===== src/rtl/rrp_mult_sched_if.sv =====
// rrp_mult_sched_if: requester, multiplier and result signals of rrp_mult_sched.
// The slave modport is the scheduler; master is the surrounding system.
interface rrp_mult_sched_if #(
  parameter int WIDTH = 7,
  parameter int RADIX = 2,
  parameter int NREQ  = 4
);
  localparam int D   = $clog2(RADIX) + 1;
  localparam int IDW = NREQ > 1 ? $clog2(NREQ) : 1;
  logic [NREQ-1:0]           req_valid;
  logic [NREQ-1:0]           req_ready;
  logic [NREQ*D*WIDTH-1:0]   req_x;
  logic [NREQ*D*WIDTH-1:0]   req_y;
  logic [D*WIDTH-1:0]        mult_x;
  logic [D*WIDTH-1:0]        mult_y;
  logic [D*(2*WIDTH+1)-1:0]  mult_p;
  logic                      res_valid;
  logic                      res_ready;
  logic [IDW-1:0]            res_id;
  logic [D*(2*WIDTH+1)-1:0]  res_p;
  modport slave (
    input  req_valid, req_x, req_y, mult_p, res_ready,
    output req_ready, mult_x, mult_y, res_valid, res_id, res_p
  );
  modport master (
    output req_valid, req_x, req_y, mult_p, res_ready,
    input  req_ready, mult_x, mult_y, res_valid, res_id, res_p
  );
endinterface


===== src/rtl/rrp_mult_sched.sv =====
// rrp_mult_sched: round-robin sharing of one non-stallable online multiplier across NREQ requesters.
// Define RRP_MULT_SCHED_PERF_EN to add the issue/stall performance counters.
module rrp_mult_sched #(
  parameter int WIDTH      = 7,
  parameter int RADIX      = 2,
  parameter int NREQ       = 4,
  parameter int MULT_LAT   = 2,
  parameter int FIFO_DEPTH = 4
) (
  input  logic i_clock,
  input  logic i_reset_n,
`ifdef RRP_MULT_SCHED_PERF_EN
  output logic [31:0] o_issue_count,
  output logic [31:0] o_stall_count,
`endif
  rrp_mult_sched_if.slave io_bus
);
  localparam int D   = $clog2(RADIX) + 1;
  localparam int DW  = D * WIDTH;
  localparam int PRW = D * (2 * WIDTH + 1);
  localparam int IDW = NREQ > 1 ? $clog2(NREQ) : 1;
  localparam int AW  = FIFO_DEPTH > 1 ? $clog2(FIFO_DEPTH) : 1;
  localparam int CW  = $clog2(FIFO_DEPTH + MULT_LAT + 1) + 1;
  logic [IDW-1:0] r_ptr, w_gnt_id, w_idx;
  logic [IDW:0]   w_sum;
  logic           w_any, w_issue, w_pop, w_push, w_credit;
  logic [MULT_LAT-1:0] r_tag_v;
  logic [IDW-1:0] r_tag_id [MULT_LAT];
  logic [CW-1:0]  r_count, r_inflight;
  logic [AW-1:0]  r_wr, r_rd;
  logic [PRW-1:0] r_mem_p [FIFO_DEPTH];
  logic [IDW-1:0] r_mem_id [FIFO_DEPTH];
  // scan downward so the valid requester closest to r_ptr wins
  always_comb begin
    w_gnt_id = '0;
    w_any    = 1'b0;
    w_sum    = '0;
    w_idx    = '0;
    for (int k = NREQ - 1; k >= 0; k--) begin
      w_sum = {1'b0, r_ptr} + (IDW+1)'(k);
      w_idx = IDW'(w_sum >= (IDW+1)'(NREQ) ? w_sum - (IDW+1)'(NREQ) : w_sum);
      if (io_bus.req_valid[w_idx]) begin
        w_gnt_id = w_idx;
        w_any    = 1'b1;
      end
    end
  end
  // in-flight tags reserve FIFO space; a pop this cycle frees its slot immediately
  assign w_credit          = r_count + r_inflight - CW'(w_pop) < CW'(FIFO_DEPTH);
  assign w_issue           = i_reset_n & w_any & w_credit;
  assign w_push            = r_tag_v[MULT_LAT-1];
  assign w_pop             = io_bus.res_valid & io_bus.res_ready;
  assign io_bus.req_ready  = w_issue ? NREQ'(1) << w_gnt_id : '0;
  assign io_bus.mult_x     = w_issue ? io_bus.req_x[w_gnt_id*DW +: DW] : '0;
  assign io_bus.mult_y     = w_issue ? io_bus.req_y[w_gnt_id*DW +: DW] : '0;
  assign io_bus.res_valid  = r_count != '0;
  assign io_bus.res_p      = io_bus.res_valid ? r_mem_p[r_rd] : '0;
  assign io_bus.res_id     = io_bus.res_valid ? r_mem_id[r_rd] : '0;
  always_ff @(posedge i_clock or negedge i_reset_n)
    if (!i_reset_n) begin
      r_ptr      <= '0;
      r_tag_v    <= '0;
      r_count    <= '0;
      r_inflight <= '0;
      r_wr       <= '0;
      r_rd       <= '0;
      for (int i = 0; i < MULT_LAT; i++) r_tag_id[i] <= '0;
    end else begin
      if (w_issue) r_ptr <= w_gnt_id == IDW'(NREQ - 1) ? '0 : w_gnt_id + 1'b1;
      r_tag_v[0]  <= w_issue;
      r_tag_id[0] <= w_gnt_id;
      for (int i = 1; i < MULT_LAT; i++) begin
        r_tag_v[i]  <= r_tag_v[i-1];
        r_tag_id[i] <= r_tag_id[i-1];
      end
      r_inflight <= r_inflight + CW'(w_issue) - CW'(w_push);
      r_count    <= r_count + CW'(w_push) - CW'(w_pop);
      if (w_push) r_wr <= r_wr == AW'(FIFO_DEPTH - 1) ? '0 : r_wr + 1'b1;
      if (w_pop) r_rd <= r_rd == AW'(FIFO_DEPTH - 1) ? '0 : r_rd + 1'b1;
    end
  always_ff @(posedge i_clock)
    if (w_push) begin
      r_mem_p[r_wr]  <= io_bus.mult_p;
      r_mem_id[r_wr] <= r_tag_id[MULT_LAT-1];
    end
`ifdef RRP_MULT_SCHED_PERF_EN
  logic [31:0] r_issue_count, r_stall_count;
  always_ff @(posedge i_clock or negedge i_reset_n)
    if (!i_reset_n) begin
      r_issue_count <= '0;
      r_stall_count <= '0;
    end else begin
      r_issue_count <= r_issue_count + 32'(w_issue);
      r_stall_count <= r_stall_count + 32'(|io_bus.req_valid & ~w_credit);
    end
  assign o_issue_count = r_issue_count;
  assign o_stall_count = r_stall_count;
`else
`endif
endmodule


===== src/flat_wrapper.sv =====
// flat-port wrapper written by rule: the top's interface ports become plain ports
module rrp_mult_sched_flat 
#(
  parameter int WIDTH      = 7,
  parameter int RADIX      = 2,
  parameter int NREQ       = 4,
  parameter int MULT_LAT   = 2,
  parameter int FIFO_DEPTH = 4
)
  (i_clock, i_reset_n, io_bus_req_valid, io_bus_req_x, io_bus_req_y, io_bus_mult_p, io_bus_res_ready, io_bus_req_ready, io_bus_mult_x, io_bus_mult_y, io_bus_res_valid, io_bus_res_id, io_bus_res_p);
  rrp_mult_sched_if #(.WIDTH(WIDTH), .RADIX(RADIX), .NREQ(NREQ)) io_bus_i ();
  input  logic i_clock;
  input  logic i_reset_n;
  input wire logic [$bits(io_bus_i.req_valid)-1:0] io_bus_req_valid;
  input wire logic [$bits(io_bus_i.req_x)-1:0] io_bus_req_x;
  input wire logic [$bits(io_bus_i.req_y)-1:0] io_bus_req_y;
  input wire logic [$bits(io_bus_i.mult_p)-1:0] io_bus_mult_p;
  input wire logic [$bits(io_bus_i.res_ready)-1:0] io_bus_res_ready;
  output wire logic [$bits(io_bus_i.req_ready)-1:0] io_bus_req_ready;
  output wire logic [$bits(io_bus_i.mult_x)-1:0] io_bus_mult_x;
  output wire logic [$bits(io_bus_i.mult_y)-1:0] io_bus_mult_y;
  output wire logic [$bits(io_bus_i.res_valid)-1:0] io_bus_res_valid;
  output wire logic [$bits(io_bus_i.res_id)-1:0] io_bus_res_id;
  output wire logic [$bits(io_bus_i.res_p)-1:0] io_bus_res_p;
  assign io_bus_i.req_valid = io_bus_req_valid;
  assign io_bus_i.req_x = io_bus_req_x;
  assign io_bus_i.req_y = io_bus_req_y;
  assign io_bus_i.mult_p = io_bus_mult_p;
  assign io_bus_i.res_ready = io_bus_res_ready;
  assign io_bus_req_ready = io_bus_i.req_ready;
  assign io_bus_mult_x = io_bus_i.mult_x;
  assign io_bus_mult_y = io_bus_i.mult_y;
  assign io_bus_res_valid = io_bus_i.res_valid;
  assign io_bus_res_id = io_bus_i.res_id;
  assign io_bus_res_p = io_bus_i.res_p;
  rrp_mult_sched #(.WIDTH(WIDTH), .RADIX(RADIX), .NREQ(NREQ), .MULT_LAT(MULT_LAT), .FIFO_DEPTH(FIFO_DEPTH)) u_core (.i_clock(i_clock), .i_reset_n(i_reset_n), .io_bus(io_bus_i));
endmodule

===== config.mk =====
export PLATFORM = sky130hd
export DESIGN_NAME = rrp_mult_sched_flat
export DESIGN_NICKNAME = d
export VERILOG_FILES = /design/src/rtl/rrp_mult_sched_if.sv /design/src/rtl/rrp_mult_sched.sv /design/src/flat_wrapper.sv
export SDC_FILE = /design/constraint.sdc
export NUM_CORES = 1
export LEC_CHECK = 0
export ABC_AREA = 1
export ABC_CLOCK_PERIOD_IN_PS = 3900
export CORE_MARGIN = 2
export CORE_UTILIZATION = 30
export CTS_CLUSTER_DIAMETER = 120
export DETAILED_ROUTE_END_ITERATION = 8
export SLEW_MARGIN = 20
export SYNTH_ARGS = -nofsm -noshare
export SYNTH_HDL_FRONTEND = slang
export SYNTH_SLANG_ARGS = --single-unit

===== constraint.sdc =====
create_clock -name i_clock -period 3.9 [get_ports i_clock]
set_clock_uncertainty 0.2 [all_clocks]
set_input_delay 0.78 -clock i_clock [delete_from_list [all_inputs] [get_ports i_clock]]
set_output_delay 0.78 -clock i_clock [all_outputs]
set_load 0.02 [all_outputs]

-- Word-level counts from Yosys, hierarchy flattened
Memories as Yosys holds them, arrays and structs flattened.
Index checks and enable logic that the tools add are counted.
- magnitude comparators: 9
- add/sub/neg operators: 16
- shift-type cells: 3
- reductions and logical operators: 1
- div/mod/pow operators: 0
- bitwise logic cells: 3
- equality and inequality tests: 3
- $mul: 1
- mux-type cells: 30
- operators by type and width (cell ; number):
    indexed part select 56 x 7 -> 14 bit ; 2
    two-way mux 30 bit ; 1
    two-way mux 14 bit ; 2
    two-way mux 2 bit ; 12
    < comparator 2 x 3 -> 1 bit, second input constant ; 4
    subtractor 4 x 1 -> 4 bit ; 3
    two-way mux 1 bit ; 10
    greater-or-equal comparator 3 bit, second input constant ; 3
    adder 4 x 1 -> 4 bit ; 2
    binary-select mux 1 bit (select 2 bit) ; 4
    subtractor 2 x 1 -> 2 bit, second input constant ; 4
    adder 2 x 1 -> 2 bit, second input constant ; 3
    adder 2 x 2 -> 3 bit, second input constant ; 2
    == test 2 bit, second input constant ; 3
    multiplier 2 x 3 -> 5 bit, second input constant ; 1
    adder 4 bit ; 1
    < comparator 4 x 3 -> 1 bit, second input constant ; 1
    two-way mux 4 bit ; 1
    nonzero test 4 bit ; 1
    << shifter 1 x 2 -> 4 bit, first input constant ; 1
    adder 2 x 1 -> 3 bit, second input constant ; 1
    bitwise AND 1 bit ; 3
    greater-or-equal comparator 2 x 3 -> 1 bit, second input constant ; 1
- memory bits (writable): 128
- bits in registers: 20
- input port bits: 149
- memories: 2
- word-level logic and storage cells: 76
- memory bits (read-only): 0
- bits in latches: 0
- memory list (memory ; depth ; bits a word ; read ports ; clocked after Yosys merged registers in ; wr ports ; line ; source):
    u_core.r_mem_p ; 4 ; 30 ; 1 ; 0 ; 1 ; rrp_mult_sched.sv:31 ; logic [PRW-1:0] r_mem_p [FIFO_DEPTH];
    u_core.r_mem_id ; 4 ; 2 ; 1 ; 0 ; 1 ; rrp_mult_sched.sv:32 ; logic [IDW-1:0] r_mem_id [FIFO_DEPTH];

-- Logic depth before layout (Yosys ltp)
- word-level depth: 13
- mapped depth: 19

-- Least setup slack after synthesis
No wires, ideal clock.
- path kind: input to output
- from: in io_bus_res_ready
- to: out io_bus_mult_x[0]
- data required time: 2.920 ns
- buffers on the path: 2
- stages on the path: 15
- data arrival time: 2.369 ns
- path slack: 0.551 ns
- path through: inv_1 -> nor2_4 -> nand2_1 -> ha_1 -> nand2_1 -> inv_1 -> nand2_1 -> nand2_1 -> nand2_1 -> inv_2 -> nor2_1 -> buf_2 -> buf_4 -> nand2_1 -> nor2_1
- word-level cells in the longest chain between the ends: 5
- RTL lines (element ; line ; source):
    start: declaration ; flat_wrapper.sv:18 ; input wire logic [$bits(io_bus_i.res_ready)-1:0] io_bus_res_ready;
    bitwise AND 1 bit ; rrp_mult_sched.sv:52 ; assign w_pop = io_bus.res_valid & io_bus.res_ready;
    subtractor 4 x 1 -> 4 bit ; rrp_mult_sched.sv:49 ; assign w_credit = r_count + r_inflight - CW'(w_pop) < CW'(FIFO_DEPTH);
    < comparator 4 x 3 -> 1 bit ; rrp_mult_sched.sv:49 ;
    bitwise AND 1 bit ; rrp_mult_sched.sv:50 ; assign w_issue = i_reset_n & w_any & w_credit;
    two-way mux 14 bit ; rrp_mult_sched.sv:54 ; assign io_bus.mult_x = w_issue ? io_bus.req_x[w_gnt_id*DW +: DW] : '0;
    end: declaration ; flat_wrapper.sv:20 ; output wire logic [$bits(io_bus_i.mult_x)-1:0] io_bus_mult_x;
No other way between the ends.

-- Worst setup path in the final report
- from: reg u_core.r_inflight[2]
- to: out io_bus_mult_x[0]
- word-level cells in the longest chain between the ends: 5
- RTL lines (element ; line ; source):
    start: declaration ; rrp_mult_sched.sv:29 ; logic [CW-1:0] r_count, r_inflight;
    start signal: assignment ; rrp_mult_sched.sv:76 ; r_inflight <= r_inflight + CW'(w_issue) - CW'(w_push);
    adder 4 bit ; rrp_mult_sched.sv:49 ;
    subtractor 4 x 1 -> 4 bit ; rrp_mult_sched.sv:49 ;
    < comparator 4 x 3 -> 1 bit ; rrp_mult_sched.sv:49 ;
    bitwise AND 1 bit ; rrp_mult_sched.sv:50 ;
    two-way mux 14 bit ; rrp_mult_sched.sv:54 ;
No other way between the ends.

==> impl_results.html <==
<table>
<tr><th>Metric</th><th>Value</th></tr>
<tr><th colspan="2">Clocking</th></tr>
<tr><td>Number of buffers created by CTS</td><td>17</td></tr>
<tr><td>Insertion delay of the later-clocked pin in the worst-skew pair</td><td>0.42 ns</td></tr>
<tr><td>Post-cts hold buffer count</td><td>0</td></tr>
<tr><td>Number of levels in the clock H-tree</td><td>4</td></tr>
<tr><td>Clock edge transition at the registers on the reported setup and hold paths</td><td>0.06 ns</td></tr>
<tr><td>CTS sink cnt</td><td>148</td></tr>
<tr><td>Clock Tree Buf Depth</td><td>2</td></tr>
<tr><td>Clock root buffer</td><td>sky130_fd_sc_hd__clkbuf_16</td></tr>
<tr><td>CTS tree</td><td>done</td></tr>
<tr><th colspan="2">Worst setup path</th></tr>
<tr><td>Worst reg-to-reg path cell count</td><td>17</td></tr>
<tr><td>CP Data Arrival Time</td><td>2.76 ns</td></tr>
<tr><td>Data required time at the worst endpoint</td><td>2.92 ns</td></tr>
<tr><td>Critical-path cell list</td><td>inv_1, ha_1, inv_2, ha_4, nor2_4, xor2_2, o21ai_1, nor2_2, nand2_2, nor2_4, buf_12, clkbuf_16, nand2_1, nor2_1, buf_4</td></tr>
<tr><td>Setup slack of the most critical reg-to-reg path</td><td>0.49 ns</td></tr>
<tr><td>CP max stage delay</td><td>0.35 ns</td></tr>
<tr><td>Critical path launch point type</td><td>flip-flop</td></tr>
<tr><td>Worst-path fanout max</td><td>7</td></tr>
<tr><td>Type of element capturing the critical path</td><td>primary output</td></tr>
<tr><td>Cell seen most often among critical-path stages</td><td>sky130_fd_sc_hd__nor2_4</td></tr>
<tr><td>FF-to-FF Start</td><td>u_core.r_inflight[2]</td></tr>
<tr><td>Critical path start-end classification</td><td>reg -&gt; out</td></tr>
<tr><td>End of the worst register-to-register path</td><td>u_core.r_inflight[2]</td></tr>
<tr><td>Max stage delay cell, worst path</td><td>sky130_fd_sc_hd__dfrtp_1</td></tr>
<tr><th colspan="2">Flow run</th></tr>
<tr><td>Max-cap violation count</td><td>0</td></tr>
<tr><th colspan="2">Layout</th></tr>
<tr><td>Commonest non-fill, non-tap cell in the layout</td><td>sky130_fd_sc_hd__nor2_1</td></tr>
<tr><td>Design Area, Final</td><td>10970 sq um</td></tr>
<tr><td>Final Core Density</td><td>43.69%</td></tr>
<tr><td>Commonest cells after routing, fill and taps aside</td><td>219 x sky130_fd_sc_hd__nor2_1, 180 x sky130_fd_sc_hd__clkdlybuf4s50_1, 163 x sky130_fd_sc_hd__nand2_1</td></tr>
<tr><td>Share of layout cells above drive strength 1</td><td>12.87%</td></tr>
<tr><td>Growth of design area from synthesis to finish</td><td>43.34%</td></tr>
<tr><td>Final nets</td><td>1278</td></tr>
<tr><th colspan="2">Power</th></tr>
<tr><td>Leakage power summed over all cells</td><td>4.546 nW</td></tr>
<tr><td>Total power of the final layout</td><td>0.009944 W</td></tr>
<tr><td>Cell Pwr Density</td><td>906.4 nW/um^2</td></tr>
<tr><td>Maximum vdd drop</td><td>0.5243 mV</td></tr>
<tr><th colspan="2">Route</th></tr>
<tr><td>Final routed DRC violation total</td><td>0</td></tr>
<tr><td>Number of vias per cell</td><td>4.537</td></tr>
<tr><td>Vias after detailed routing</td><td>6579</td></tr>
<tr><td>Drt pass-1 iters</td><td>4</td></tr>
<tr><td>Aggregate routed wire length</td><td>21.47 mm</td></tr>
<tr><td>Count of nets left with antenna violations after detail routing</td><td>0</td></tr>
<tr><td>Post-detailed-route wirelength per cell</td><td>14.80 um</td></tr>
<tr><td>DRT iter0 DRCs</td><td>325</td></tr>
<tr><th colspan="2">Global routing</th></tr>
<tr><td>Number of antenna violations at the first check in global routing</td><td>1</td></tr>
<tr><td>Via count of the first global-routing pass</td><td>6373</td></tr>
<tr><td>First-pass GRT wire length</td><td>32.19 mm</td></tr>
<tr><td>Global-route usage over all layers</td><td>15.63%</td></tr>
<tr><td>Largest net degree at the start of global routing</td><td>67</td></tr>
<tr><td>Overflow left after global routing</td><td>0</td></tr>
<tr><td>Met1 usage</td><td>17.87%</td></tr>
<tr><td>M2 GR Usage</td><td>27.71%</td></tr>
<tr><td>Busiest layer in global routing</td><td>met2</td></tr>
<tr><td>Met3 routing resource usage after global routing</td><td>4.242%</td></tr>
<tr><th colspan="2">Place</th></tr>
<tr><td>Quantity of I/O buffers inserted on ports</td><td>213</td></tr>
<tr><td>Post-DP HPWL</td><td>14.31 mm</td></tr>
<tr><td>Gpl congestion</td><td>0.8374</td></tr>
<tr><td>Dpl cell area</td><td>10340 sq um</td></tr>
<tr><th colspan="2">Floorplanning</th></tr>
<tr><td>Die W</td><td>163.7 um</td></tr>
<tr><td>Boundary pin count</td><td>214</td></tr>
<tr><td>Vertical extent of the die</td><td>163.7 um</td></tr>
<tr><td>Site row count</td><td>58</td></tr>
<tr><td>Die area</td><td>26810 sq um</td></tr>
<tr><td>Effective utilization at floorplan</td><td>30.48%</td></tr>
<tr><td>Area of the core</td><td>25110 sq um</td></tr>
<tr><th colspan="2">Worst hold path</th></tr>
<tr><td>Hold Path Depth</td><td>0</td></tr>
<tr><td>Worst Hold Path EP</td><td>u_core.r_tag_id[0]</td></tr>
<tr><td>Worst hold-check path type</td><td>reg -&gt; reg</td></tr>
<tr><td>Start point of the worst min-delay path</td><td>u_core.r_tag_id[2]</td></tr>
<tr><th colspan="2">STA</th></tr>
<tr><td>Final period util</td><td>96.00%</td></tr>
<tr><td>Headroom to the max-slew limit</td><td>40.33%</td></tr>
<tr><td>Sum of negative setup slack</td><td>0 ns</td></tr>
<tr><td>Transition time at the pin with the least slew margin</td><td>0.8941 ns</td></tr>
<tr><td>Final number of max-transition violations</td><td>0</td></tr>
<tr><td>Number of setup violations in the final report</td><td>0</td></tr>
<tr><td>Timing-limited maximum frequency</td><td>0.2671 GHz</td></tr>
<tr><td>Post-route worst hold slack</td><td>0.1511 ns</td></tr>
<tr><td>Minimum clock period after layout</td><td>3.744 ns</td></tr>
<tr><td>Hold violation count in the final report</td><td>0</td></tr>
<tr><th colspan="2">Yosys</th></tr>
<tr><td>Number of distinct library cell variants in the gate-level netlist after synthesis</td><td>25</td></tr>
<tr><td>Yosys reg bits</td><td>148</td></tr>
<tr><td>Post-Syn Nets</td><td>1046</td></tr>
<tr><td>Syn Area/Cell</td><td>8.757 sq um</td></tr>
<tr><td>Fraction of the yosys area taken by sequential cells</td><td>56.76%</td></tr>
<tr><td>Fraction of synthesized area in multiplexers</td><td>0%</td></tr>
<tr><td>Cell count after synthesis</td><td>874</td></tr>
<tr><td>Fraction of the mapped netlist area in adder cells</td><td>3.956%</td></tr>
<tr><td>Cell Area, Synth</td><td>7654 sq um</td></tr>
<tr><td>Xor/xnor cell area share of the yosys netlist</td><td>0.8010%</td></tr>
<tr><td>Synth Warn #</td><td>0</td></tr>
<tr><td>Area share of and/or/nand/nor cells after synthesis</td><td>24.34%</td></tr>
<tr><td>Largest family of logic cells by synthesized area</td><td>simple AND/OR/NAND/NOR gates</td></tr>
<tr><td>Compound-Gate Fraction of Synth Area</td><td>7.095%</td></tr>
<tr><th colspan="2">Run status</th></tr>
<tr><td>Outcome</td><td>complete, no violations</td></tr>
</table>
[kinds of logic after synthesis]
group | Yosys count
flip-flops | 148
AO/OA/AOI/OAI | 108
adder cells (fa/ha/maj) | 23
AND/OR/NAND/NOR | 466
buffers and inverters | 122
XOR/XNOR | 7
[sequential cells by signal, indices dropped and copies added (netlist names)]
signal,flops
u_core.r_ptr,2
u_core.r_mem_p,120
u_core.r_tag_v,2
u_core.r_count,4
u_core.r_wr,2
u_core.r_rd,2
u_core.r_mem_id,8
u_core.r_inflight,4
u_core.r_tag_id,4
[synth_stat cells, drive strengths merged]
cell type,instances,area share [%]
a21oi,35,2.3
buf,31,2.6
clkbuf,19,0.93
dfrtp,20,6.5
edfxtp,128,50
fa,2,0.52
ha,21,3.4
inv,72,3.5
nand2,172,8.5
nand3,65,4.3
nand4,1,0.082
nor2,227,11
o21ai,72,4.7
o21bai,1,0.098
or2,1,0.082
xnor2,4,0.46
xor2,3,0.34
[cell type report]
class / instances / area [sq um]
antenna: 1 / 2.502
clock buffer: 19 / 452.9
clock inverter: 13 / 146.4
fill: 2502 / 14140
inverter: 72 / 270.3
multi-input combinational: 604 / 2840
sequential: 148 / 4345
tap: 330 / 412.9
timing repair buffer: 263 / 2500
[metrics by stage]
step           setup slack (ns)  std cells
5_1_grt                -0.01383       1449
2_1_floorplan            0.5509        874
3_5_place_dp            -0.3569       1411
3_3_place_gp            -0.3625       1411
4_1_cts                0.001835       1443
6_report                 0.1561       1450
[worst max-delay path: cells and delay by family (launching register included)]
family	cells	cell delay, ns
simple gates	6	0.65
compound gates	1	0.10
fa+ha+maj	2	0.50
flops	1	0.35
xor+xnor	1	0.15
buf+inv	5	0.56
[metal layers]
metal  wire length, um  vias up
li1                  -     3305
met1              8865     3020
met2             10690      209
met3              1292       45
met4               615        0
met5                 0        -
[worst max path at each step]
stage                    startpoint             endpoint  cells after the start  slack [ns]
3_5_place_dp    io_bus_req_valid[3]     io_bus_mult_x[8]                     15       -0.36
6_report       u_core.r_inflight[2]     io_bus_mult_x[0]                     15        0.16
3_3_place_gp    io_bus_req_valid[2]     io_bus_mult_x[9]                     15       -0.36
5_1_grt        u_core.r_inflight[2]  io_bus_req_ready[1]                     12       -0.01
4_1_cts        u_core.r_inflight[2]  io_bus_req_ready[2]                     12       0.002
2_1_floorplan      io_bus_res_ready     io_bus_mult_x[0]                     15        0.55
[report_power, final]
group          internal (W)  leakage, nW  switching [W]
Combinational       0.00255         2.86        0.00367
Clock              0.000983        0.291       0.000637
Sequential          0.00199         1.40       0.000110
Total               0.00553         4.55        0.00442
[repair_timing]
item	in CTS	in global routing
endpoints found under the setup margin	32	32
pin swaps	0	7
gates cloned	0	3
buffers inserted	0	3
resized for setup	95	56
Power figures use the tool's default switching activity.
